$ cat src/rtl/mem_bus_arb_pkg.sv
// Shared state encoding and default bus widths for the two-master memory bus arbiter.
package mem_bus_arb_pkg;

    typedef enum logic [1:0] {
        IDLE = 2'd0,
        RD   = 2'd1,
        WR   = 2'd2
    } arb_state_t;

    localparam int DEF_ADDR_W = 32;
    localparam int DEF_DATA_W = 32;

endpackage

$ cat src/rtl/mem_bus_arbiter_rr_arb2.sv
// Two-way round-robin grant decision: a lone requester wins outright, and on a tie
// the master that did not win last time is granted. Purely combinational.
module rr_arb2 (
    input  logic [1:0] req,
    input  logic       last_win,
    output logic [1:0] gnt
);

    always_comb begin
        gnt = req;
        if (req == 2'b11) begin
            gnt = last_win ? 2'b01 : 2'b10;
        end
    end

endmodule

$ cat src/rtl/mem_bus_arbiter.sv
// Two-master arbiter sharing one memory slave port; one transaction in flight at a time.
// Define MEM_BUS_ARB_PERF_EN to add the per-master grant counters gnt_cnt0 / gnt_cnt1.
module mem_bus_arbiter
    import mem_bus_arb_pkg::*;
#(
    parameter int ADDR_W = DEF_ADDR_W,
    parameter int DATA_W = DEF_DATA_W
) (
    input  logic                clock,
    input  logic                reset,
`ifdef MEM_BUS_ARB_PERF_EN
    output logic [31:0]         gnt_cnt0,
    output logic [31:0]         gnt_cnt1,
`endif
    input  logic                m0_ren,
    input  logic [ADDR_W-1:0]   m0_raddr,
    output logic                m0_rvalid,
    output logic [DATA_W-1:0]   m0_rdata,
    input  logic                m0_wen,
    input  logic [ADDR_W-1:0]   m0_waddr,
    input  logic [DATA_W-1:0]   m0_wdata,
    input  logic [DATA_W/8-1:0] m0_wstrb,
    output logic                m0_wready,
    input  logic                m1_ren,
    input  logic [ADDR_W-1:0]   m1_raddr,
    output logic                m1_rvalid,
    output logic [DATA_W-1:0]   m1_rdata,
    input  logic                m1_wen,
    input  logic [ADDR_W-1:0]   m1_waddr,
    input  logic [DATA_W-1:0]   m1_wdata,
    input  logic [DATA_W/8-1:0] m1_wstrb,
    output logic                m1_wready,
    output logic                s_ren,
    output logic [ADDR_W-1:0]   s_raddr,
    output logic                s_wen,
    output logic [ADDR_W-1:0]   s_waddr,
    output logic [DATA_W-1:0]   s_wdata,
    output logic [DATA_W/8-1:0] s_wstrb,
    input  logic                s_rvalid,
    input  logic [DATA_W-1:0]   s_rdata,
    input  logic                s_wready
);

    arb_state_t state, state_nxt;
    logic       owner, owner_nxt;
    logic       last_win, last_win_nxt;
    logic [1:0] req;
    logic [1:0] gnt;

    assign req = {m1_ren | m1_wen, m0_ren | m0_wen};

    rr_arb2 u_rr_arb2 (
        .req      (req),
        .last_win (last_win),
        .gnt      (gnt)
    );

    // last_win resets to 1 so that m0 takes the first tie
    always_ff @(posedge clock or posedge reset) begin
        if (reset) begin
            state    <= IDLE;
            owner    <= 1'b0;
            last_win <= 1'b1;
        end else begin
            state    <= state_nxt;
            owner    <= owner_nxt;
            last_win <= last_win_nxt;
        end
    end

    always_comb begin
        state_nxt    = state;
        owner_nxt    = owner;
        last_win_nxt = last_win;
        case (state)
            IDLE: begin
                if (gnt != 2'b00) begin
                    owner_nxt    = gnt[1];
                    last_win_nxt = gnt[1];
                    state_nxt    = (gnt[1] ? m1_ren : m0_ren) ? RD : WR;
                end
            end
            RD:      if (s_rvalid) state_nxt = IDLE;
            WR:      if (s_wready) state_nxt = IDLE;
            default: state_nxt = IDLE;
        endcase
    end

    // Slave request mirrors the owner; responses go back to the owner only and only for
    // the matching transfer type, so stray or wrong-type responses never reach a master.
    always_comb begin
        s_ren     = 1'b0;
        s_raddr   = '0;
        s_wen     = 1'b0;
        s_waddr   = '0;
        s_wdata   = '0;
        s_wstrb   = '0;
        m0_rvalid = 1'b0;
        m0_rdata  = '0;
        m0_wready = 1'b0;
        m1_rvalid = 1'b0;
        m1_rdata  = '0;
        m1_wready = 1'b0;
        if (state == RD) begin
            s_ren   = owner ? m1_ren   : m0_ren;
            s_raddr = owner ? m1_raddr : m0_raddr;
            if (owner) begin
                m1_rvalid = s_rvalid;
                m1_rdata  = s_rdata;
            end else begin
                m0_rvalid = s_rvalid;
                m0_rdata  = s_rdata;
            end
        end
        if (state == WR) begin
            s_wen   = owner ? m1_wen   : m0_wen;
            s_waddr = owner ? m1_waddr : m0_waddr;
            s_wdata = owner ? m1_wdata : m0_wdata;
            s_wstrb = owner ? m1_wstrb : m0_wstrb;
            if (owner) m1_wready = s_wready;
            else       m0_wready = s_wready;
        end
    end

`ifdef MEM_BUS_ARB_PERF_EN
    logic grant_fire;
    assign grant_fire = (state == IDLE) && (gnt != 2'b00);

    always_ff @(posedge clock or posedge reset) begin
        if (reset) begin
            gnt_cnt0 <= '0;
            gnt_cnt1 <= '0;
        end else if (grant_fire) begin
            if (gnt[0]) gnt_cnt0 <= gnt_cnt0 + 32'd1;
            else        gnt_cnt1 <= gnt_cnt1 + 32'd1;
        end
    end
`endif

endmodule

$ cat config.mk
export PLATFORM = sky130hd
export DESIGN_NAME = mem_bus_arbiter
export DESIGN_NICKNAME = d
export VERILOG_FILES = /design/src/rtl/mem_bus_arb_pkg.sv /design/src/rtl/mem_bus_arbiter_rr_arb2.sv /design/src/rtl/mem_bus_arbiter.sv
export SDC_FILE = /design/constraint.sdc
export NUM_CORES = 1
export LEC_CHECK = 0
export BUFFER_PORTS_ARGS = -buffer_cell sky130_fd_sc_hd__buf_2
export CAP_MARGIN = 20
export CORE_AREA = 2 2 158 160
export DETAILED_ROUTE_END_ITERATION = 6
export DIE_AREA = 0 0 160 162
export GPL_ROUTABILITY_DRIVEN = 0
export PLACE_DENSITY = 0.41
export SETUP_SLACK_MARGIN = 0.15
export SYNTH_ARGS = -nofsm -noshare
export SYNTH_HDL_FRONTEND = slang
export SYNTH_SLANG_ARGS = --single-unit
$ cat constraint.sdc
create_clock -name clock -period 3.7 [get_ports clock]
set_clock_uncertainty 0.05 [all_clocks]
set_input_delay 0.37 -clock clock [delete_from_list [all_inputs] [get_ports clock]]
set_output_delay 0.37 -clock clock [all_outputs]
set_load 0.01 [all_outputs]
==> results of run 1 <==
[power by group through the flow]
stage / registers, mW / clock network [mW] / logic, mW
after floorplan: 0.0899 / 0 / 1.58
after global placement: 0.189 / 0 / 2.18
after detailed placement: 0.190 / 0 / 2.17
after CTS: 0.188 / 0.178 / 2.17
after global routing: 0.200 / 0.183 / 2.33
final: 0.187 / 0.174 / 2.15
[worst max-delay path by stage]
stage / startpoint / to / cells after the start / slack (ps)
2_1_floorplan: state[0]$_DFFE_PP0P_ / m0_wready / 4 / 2100
3_3_place_gp: owner$_DFFE_PP0P_ / s_waddr[0] / 4 / 1490
3_5_place_dp: owner$_DFFE_PP0P_ / s_waddr[0] / 4 / 1500
4_1_cts: owner$_DFFE_PP0P_ / s_waddr[0] / 4 / 1280
5_1_grt: state[0]$_DFFE_PP0P_ / s_wdata[26] / 4 / 1170
6_report: owner$_DFFE_PP0P_ / s_waddr[0] / 4 / 1290
[critical path: stages (launching register included)]
cell	delay, ps
dfrtp_4	780
buf_4	450
mux2i_1	290
nor2_1	60
buf_2	140
[state kept, by name (all words and copies together), names as in the netlist]
register	cells
state	2
owner	1
last_win	1
[kinds of logic (layout without fill, tap and decap cells)]
| kind of cell | after synthesis | after routing | synth area share |
|---|---|---|---|
| AO/OA/AOI/OAI | 8 | 8 | 0.0248 |
| AND/OR/NAND/NOR | 183 | 183 | 0.388 |
| flip-flops | 4 | 4 | 0.0436 |
| buffers and inverters | 36 | 422 | 0.104 |
| multiplexers | 102 | 102 | 0.439 |
[area by class of cell]
cell class | count | area (sq um)
clock buffer | 4 | 78.8
inverter | 2 | 7.51
tap | 324 | 405
sequential | 4 | 105
timing repair buffer | 416 | 2110
multi-input combinational | 293 | 1980
fill | 2789 | 19400
[metal layers]
| metal | part of all wire | vias to the layer above | global-route usage |
|---|---|---|---|
| met5 | 0 | - | 0 |
| met3 | 0.082 | 6 | 0.0179 |
| met1 | 0.38 | 1614 | 0.101 |
| met2 | 0.53 | 208 | 0.186 |
| met4 | 0.0047 | 0 | 0.00860 |
| li1 | - | 1899 | - |
[per-stage QoR]
stage / std cells / worst slack, ps / total power [mW] / util
6_report: 1043 / 1290 / 2.51 / 0.195
3_5_place_dp: 1038 / 1500 / 2.36 / 0.191
2_1_floorplan: 333 / 2100 / 1.67 / -
4_1_cts: 1043 / 1280 / 2.54 / 0.195
3_3_place_gp: 1038 / 1490 / 2.37 / 0.191
5_1_grt: 1043 / 1170 / 2.72 / 0.195
[synth_stat cells, drive strengths merged, types with 2 or more instances]
master / number / area share
clkbuf: 10 / 0.018
dfrtp: 3 / 0.032
and2: 33 / 0.089
nand2b: 4 / 0.011
nor2: 106 / 0.18
and3: 33 / 0.089
inv: 2 / 0.0032
mux2i: 102 / 0.44
buf: 24 / 0.083
o21a: 2 / 0.0065
nor3b: 3 / 0.0097
==> results.py, run 1 <==
metrics = {
    "worst_hold_path": {
        "min_path_cells": 2,
        "hp-class": "input port to flop",
        "hold_end": "state[0]$_DFFE_PP0P_",
        "min_from": "s_rvalid",
    },
    "sta": {
        "rsz0062_at_grt": "false",
        "hold_ws_ps": 319,
        "slew_viol_final": 0,
        "fin_setup_tns_ps": 0,
        "fin_crit_sh": 0.650,
        "setup_viol": 0,
        "worstMarginPinSlew_ps": 904,
        "hold_viol": 0,
        "layout_min_cycle_time_ps": 2410,
        "slew_headroom": 0.397,
        "max_clock_freq_mhz": 416,
    },
    "floorplanning": {
        "boundaryPins": 410,
        "rows": 57,
        "initial_core_util": 0.0964,
        "dieHeight_um": 162,
        "dieArea_sq_um": 25900,
        "die_x_um": 160,
        "coreArea_sq_um": 24100,
    },
    "pwr": {
        "power_frac_clock": 0.069,
        "p_sw_mw": 1.33,
        "intPower_mw": 1.18,
        "total_leakage_power_nw": 3.13,
        "swShare": 0.530,
        "power_density_nw_per_um2": 534,
        "vdd_drop_max_uv": 301,
        "p_comb_frac": 0.856,
        "power_frac_seq": 0.075,
    },
    "detailed_routing": {
        "drtIter0Drc": 168,
        "drc_errors": 0,
        "wl_per_cell_um": 12.8,
        "antenna_left": 0,
        "dr.pass1.iters": 6,
        "vias_per_cell": 3.57,
        "num_vias": 3727,
        "drt-total-wl_um": 13400,
    },
    "clock_tree": {
        "cts.htree.levels": 1,
        "clock_latency_ps": 230,
        "clock-sinks": 4,
        "cts_resized": 0,
        "clockRootBuffer": "clkbuf_16",
        "post-cts-setup-buffers": 0,
        "cts_tree": "yes",
        "numCtsBuffers": 3,
        "cts_hold_buffers": 1,
        "cts.clk_slew.worst_paths_ps": 30,
        "clk_path_buf_depth": 2,
    },
    "cells_and_area": {
        "most-common-layout-cells": "409 x buf_2, 105 x nor2_1, 102 x mux2i_1",
        "n_antenna_cell": 0,
        "final_common_cell": "buf_2",
        "fin_area_sq_um": 4690,
        "synthToLayoutAreaGrowth_pct": 102,
        "drive_gt1_frac": 0.587,
        "fin_nets": 960,
    },
    "run_status": {
        "run_status": "completed",
    },
    "synthesis": {
        "synth_edf_count": 0,
        "synth_cells": 333,
        "ys_types": 26,
        "ys_seq_elements": 4,
        "syn_nets": 573,
        "ys_warn_count": 0,
        "ys_async_sr_fraction": 1.00,
        "yosysSeqAreaShare": 0.0436,
        "post_synth_instance_area_sq_um": 2320,
        "syn_area_per_cell_sq_um": 6.98,
        "synth_flop_cell": "dfrtp_1",
    },
    "global_routing": {
        "antenna_found_initial": 1,
        "grt_max_degree": 49,
        "track_usage": 0.0914,
        "grt_pass1_vias": 3603,
        "grt_pass1_wl_um": 19300,
        "grt-ovfl-total": 0,
    },
    "worst_setup_path": {
        "r2r_end": "owner$_DFFE_PP0P_",
        "critPathCaptureType": "primary output",
        "start_kind": "flop",
        "rrSetupSlack_ps": 2150,
        "cp_max_fo": 48,
        "timing.rr.start": "owner$_DFFE_PP0P_",
        "rr_worst_depth": 2,
        "worstPathRequired_ps": 3280,
        "path_class": "flop to primary output",
        "arrival_ps": 1990,
    },
    "placement": {
        "dp_hpwl_um": 11300,
        "placed_cell_area_sq_um": 4600,
        "portBuffers": 409,
    },
    "job": {
        "maxCapViolations": 0,
    },
}
Note: power is estimated with default switching activity, not from simulation.
==> run 2: changes to the inputs <==
PLACE_DENSITY = 0.42   (was 0.41)
clock period = 2 ns   (was 3.7 ns; I/O delays follow)
==> run 2 against run 1 <==
Effect of this change:
- design area increased by 3.9%
- via count is 1.2% higher
- critical path depth increased by 1
- register-to-register slack got worse by 1400 ps
- flip-flop and latch count is the same
- sequential power is 40% higher
- wire length shrank 2.7%
- global-route usage shrank 0.54 points
- core utilization grew 0.75 points
- count of clock-buffer cells in the layout unchanged
- sequential share of layout area fell by 0.058 points
- worst setup slack worse by 1100 ps
- highest routed layer unchanged
==> results.py, run 2 (synthesis gave the netlist of run 1 again) <==
metrics = {
    "sta": {
        "hold_viol": 0,
        "layout_setup_ws_ps": 215,
        "layout_min_cycle_time_ps": 1780,
        "fin_setup_tns_ps": 0,
        "fin_crit_sh": 0.892,
        "slew_viol_final": 0,
        "hold_ws_ps": 173,
        "setup_viol": 0,
        "worstMarginPinSlew_ps": 283,
        "rsz0062_at_grt": "true",
        "max_clock_freq_mhz": 560,
        "slew_headroom": 0.811,
    },
    "cells_and_area": {
        "multi_input_area_sq_um": 2020,
        "n_antenna_cell": 0,
        "nFillCells": 2784,
        "final_common_cell": "buf_2",
        "largest_reg_flops": 2,
        "synthToLayoutAreaGrowth_pct": 110,
        "final_util": 0.202,
        "most-common-layout-cells": "409 x buf_2, 104 x nor2_1, 102 x mux2i_1",
        "fin_nets": 969,
        "fin_area_sq_um": 4870,
        "ff_latch_area_sq_um": 106,
        "drive_gt1_frac": 0.596,
        "final-instance-count-excl-fill": 1052,
        "reg.largest.list": "state x2, last_win x1, owner x1",
        "top_register": "state",
    },
    "global_routing": {
        "grt_max_degree": 62,
        "grt_pass1_wl_um": 18400,
        "antenna_found_initial": 0,
        "track_usage": 0.0860,
        "grt-ovfl-total": 0,
        "grt_pass1_vias": 3474,
    },
    "clock_tree": {
        "clock-sinks": 4,
        "cts.clk_slew.worst_paths_ps": 30,
        "cts_tree": "yes",
        "clockRootBuffer": "clkbuf_16",
        "clk_path_buf_depth": 2,
        "cts.htree.levels": 1,
        "clock_latency_ps": 230,
        "numCtsBuffers": 3,
    },
    "placement": {
        "dp_hpwl_um": 10600,
        "portBuffers": 409,
        "dp_cells": 1040,
        "placed_cell_area_sq_um": 4660,
        "pre_cts_ws_ps": 338,
    },
    "worst_setup_path": {
        "cp_max_fo": 15,
        "path_class": "flop to primary output",
        "critPathCaptureType": "primary output",
        "slowest_stage": "dfrtp_4",
        "timing.rr.start": "state[1]$_DFFE_PP0P_",
        "cpPeakStageDelay_ps": 570,
        "cp_cell_sequence": "buf_4 -> nor2_4 -> buf_12 -> and2_1 -> buf_2",
        "start_kind": "flop",
        "arrival_ps": 1530,
        "worstPathRequired_ps": 1750,
        "rrSetupSlack_ps": 720,
        "rr_worst_depth": 3,
        "r2r_end": "state[0]$_DFFE_PP0P_",
    },
    "floorplanning": {
        "dieArea_sq_um": 25900,
        "die_x_um": 160,
        "rows": 57,
        "boundaryPins": 410,
        "coreArea_sq_um": 24100,
        "dieHeight_um": 162,
        "initial_core_util": 0.0964,
    },
    "worst_hold_path": {
        "hp-class": "input port to flop",
        "min_from": "s_wready",
        "min_path_cells": 2,
        "hold_end": "state[1]$_DFFE_PP0P_",
    },
    "pwr": {
        "finalPower_mw": 5.03,
        "total_leakage_power_nw": 3.21,
        "power_density_nw_per_um2": 1030,
        "vdd_drop_max_uv": 809,
    },
    "detailed_routing": {
        "vias_per_cell": 3.59,
        "drtIter0Drc": 145,
        "dr.pass1.iters": 4,
        "num_vias": 3772,
        "wl_per_cell_um": 12.4,
        "drc_errors": 0,
        "antenna_left": 0,
        "drt-total-wl_um": 13000,
    },
    "job": {
        "maxCapViolations": 0,
    },
    "run_status": {
        "run_status": "completed",
    },
}
## run 2: cell types whose count changed in the layout (fill, tap and decap cells not counted), sizes merged
cell,change
clkbuf,+1
buf,+6
nor2,+2
## run 2: report_power, final
group / internal [mW] / switching (mW)
clock network: 0.263 / 0.0580
registers: 0.139 / 0.122
logic: 2.06 / 2.39
total: 2.47 / 2.57
## run 2: what timing repair did
item,in CTS,in global routing
endpoints found under the setup margin,29,87
gates resized for setup,2,7
pin swaps,0,2
hold buffers,1,0
gates cloned,0,3
setup buffers,0,4
endpoints found under the hold margin,3,0
## run 2: cell type report
cell class / count / share of cell area
clock buffer: 4 / 0.0162
inverter: 2 / 0.00154
multi-input combinational: 295 / 0.414
sequential: 4 / 0.0218
tap: 324 / 0.0832
timing repair buffer: 423 / 0.463
## run 2: worst max-delay path, delay by kind of cell, from the launching register on
family / cells / cell delay, ps
buffers and inverters: 3 / 480
AND/OR/NAND/NOR: 2 / 250
flip-flops: 1 / 570
## run 2: worst max-delay path by stage
stage                              start      endpoint  slack, ps  cells past startpoint
detailed placement  state[0]$_DFFE_PP0P_   s_waddr[25]        340                      4
CTS                 state[1]$_DFFE_PP0P_  m0_rdata[13]        110                      4
global route           owner$_DFFE_PP0P_    s_waddr[4]        140                      4
floorplan           state[0]$_DFFE_PP0P_     m0_wready        570                      4
global placement    state[0]$_DFFE_PP0P_   s_waddr[25]        370                      4
finish                 owner$_DFFE_PP0P_   m0_rdata[3]        220                      5
## run 2: layer usage
metal	share of wire	GRT usage	up-vias
met2	0.52	0.170	204
met3	0.080	0.0194	8
met5	0	0	-
met4	0.0075	0.0172	0
met1	0.39	0.0932	1637
li1	-	-	1923
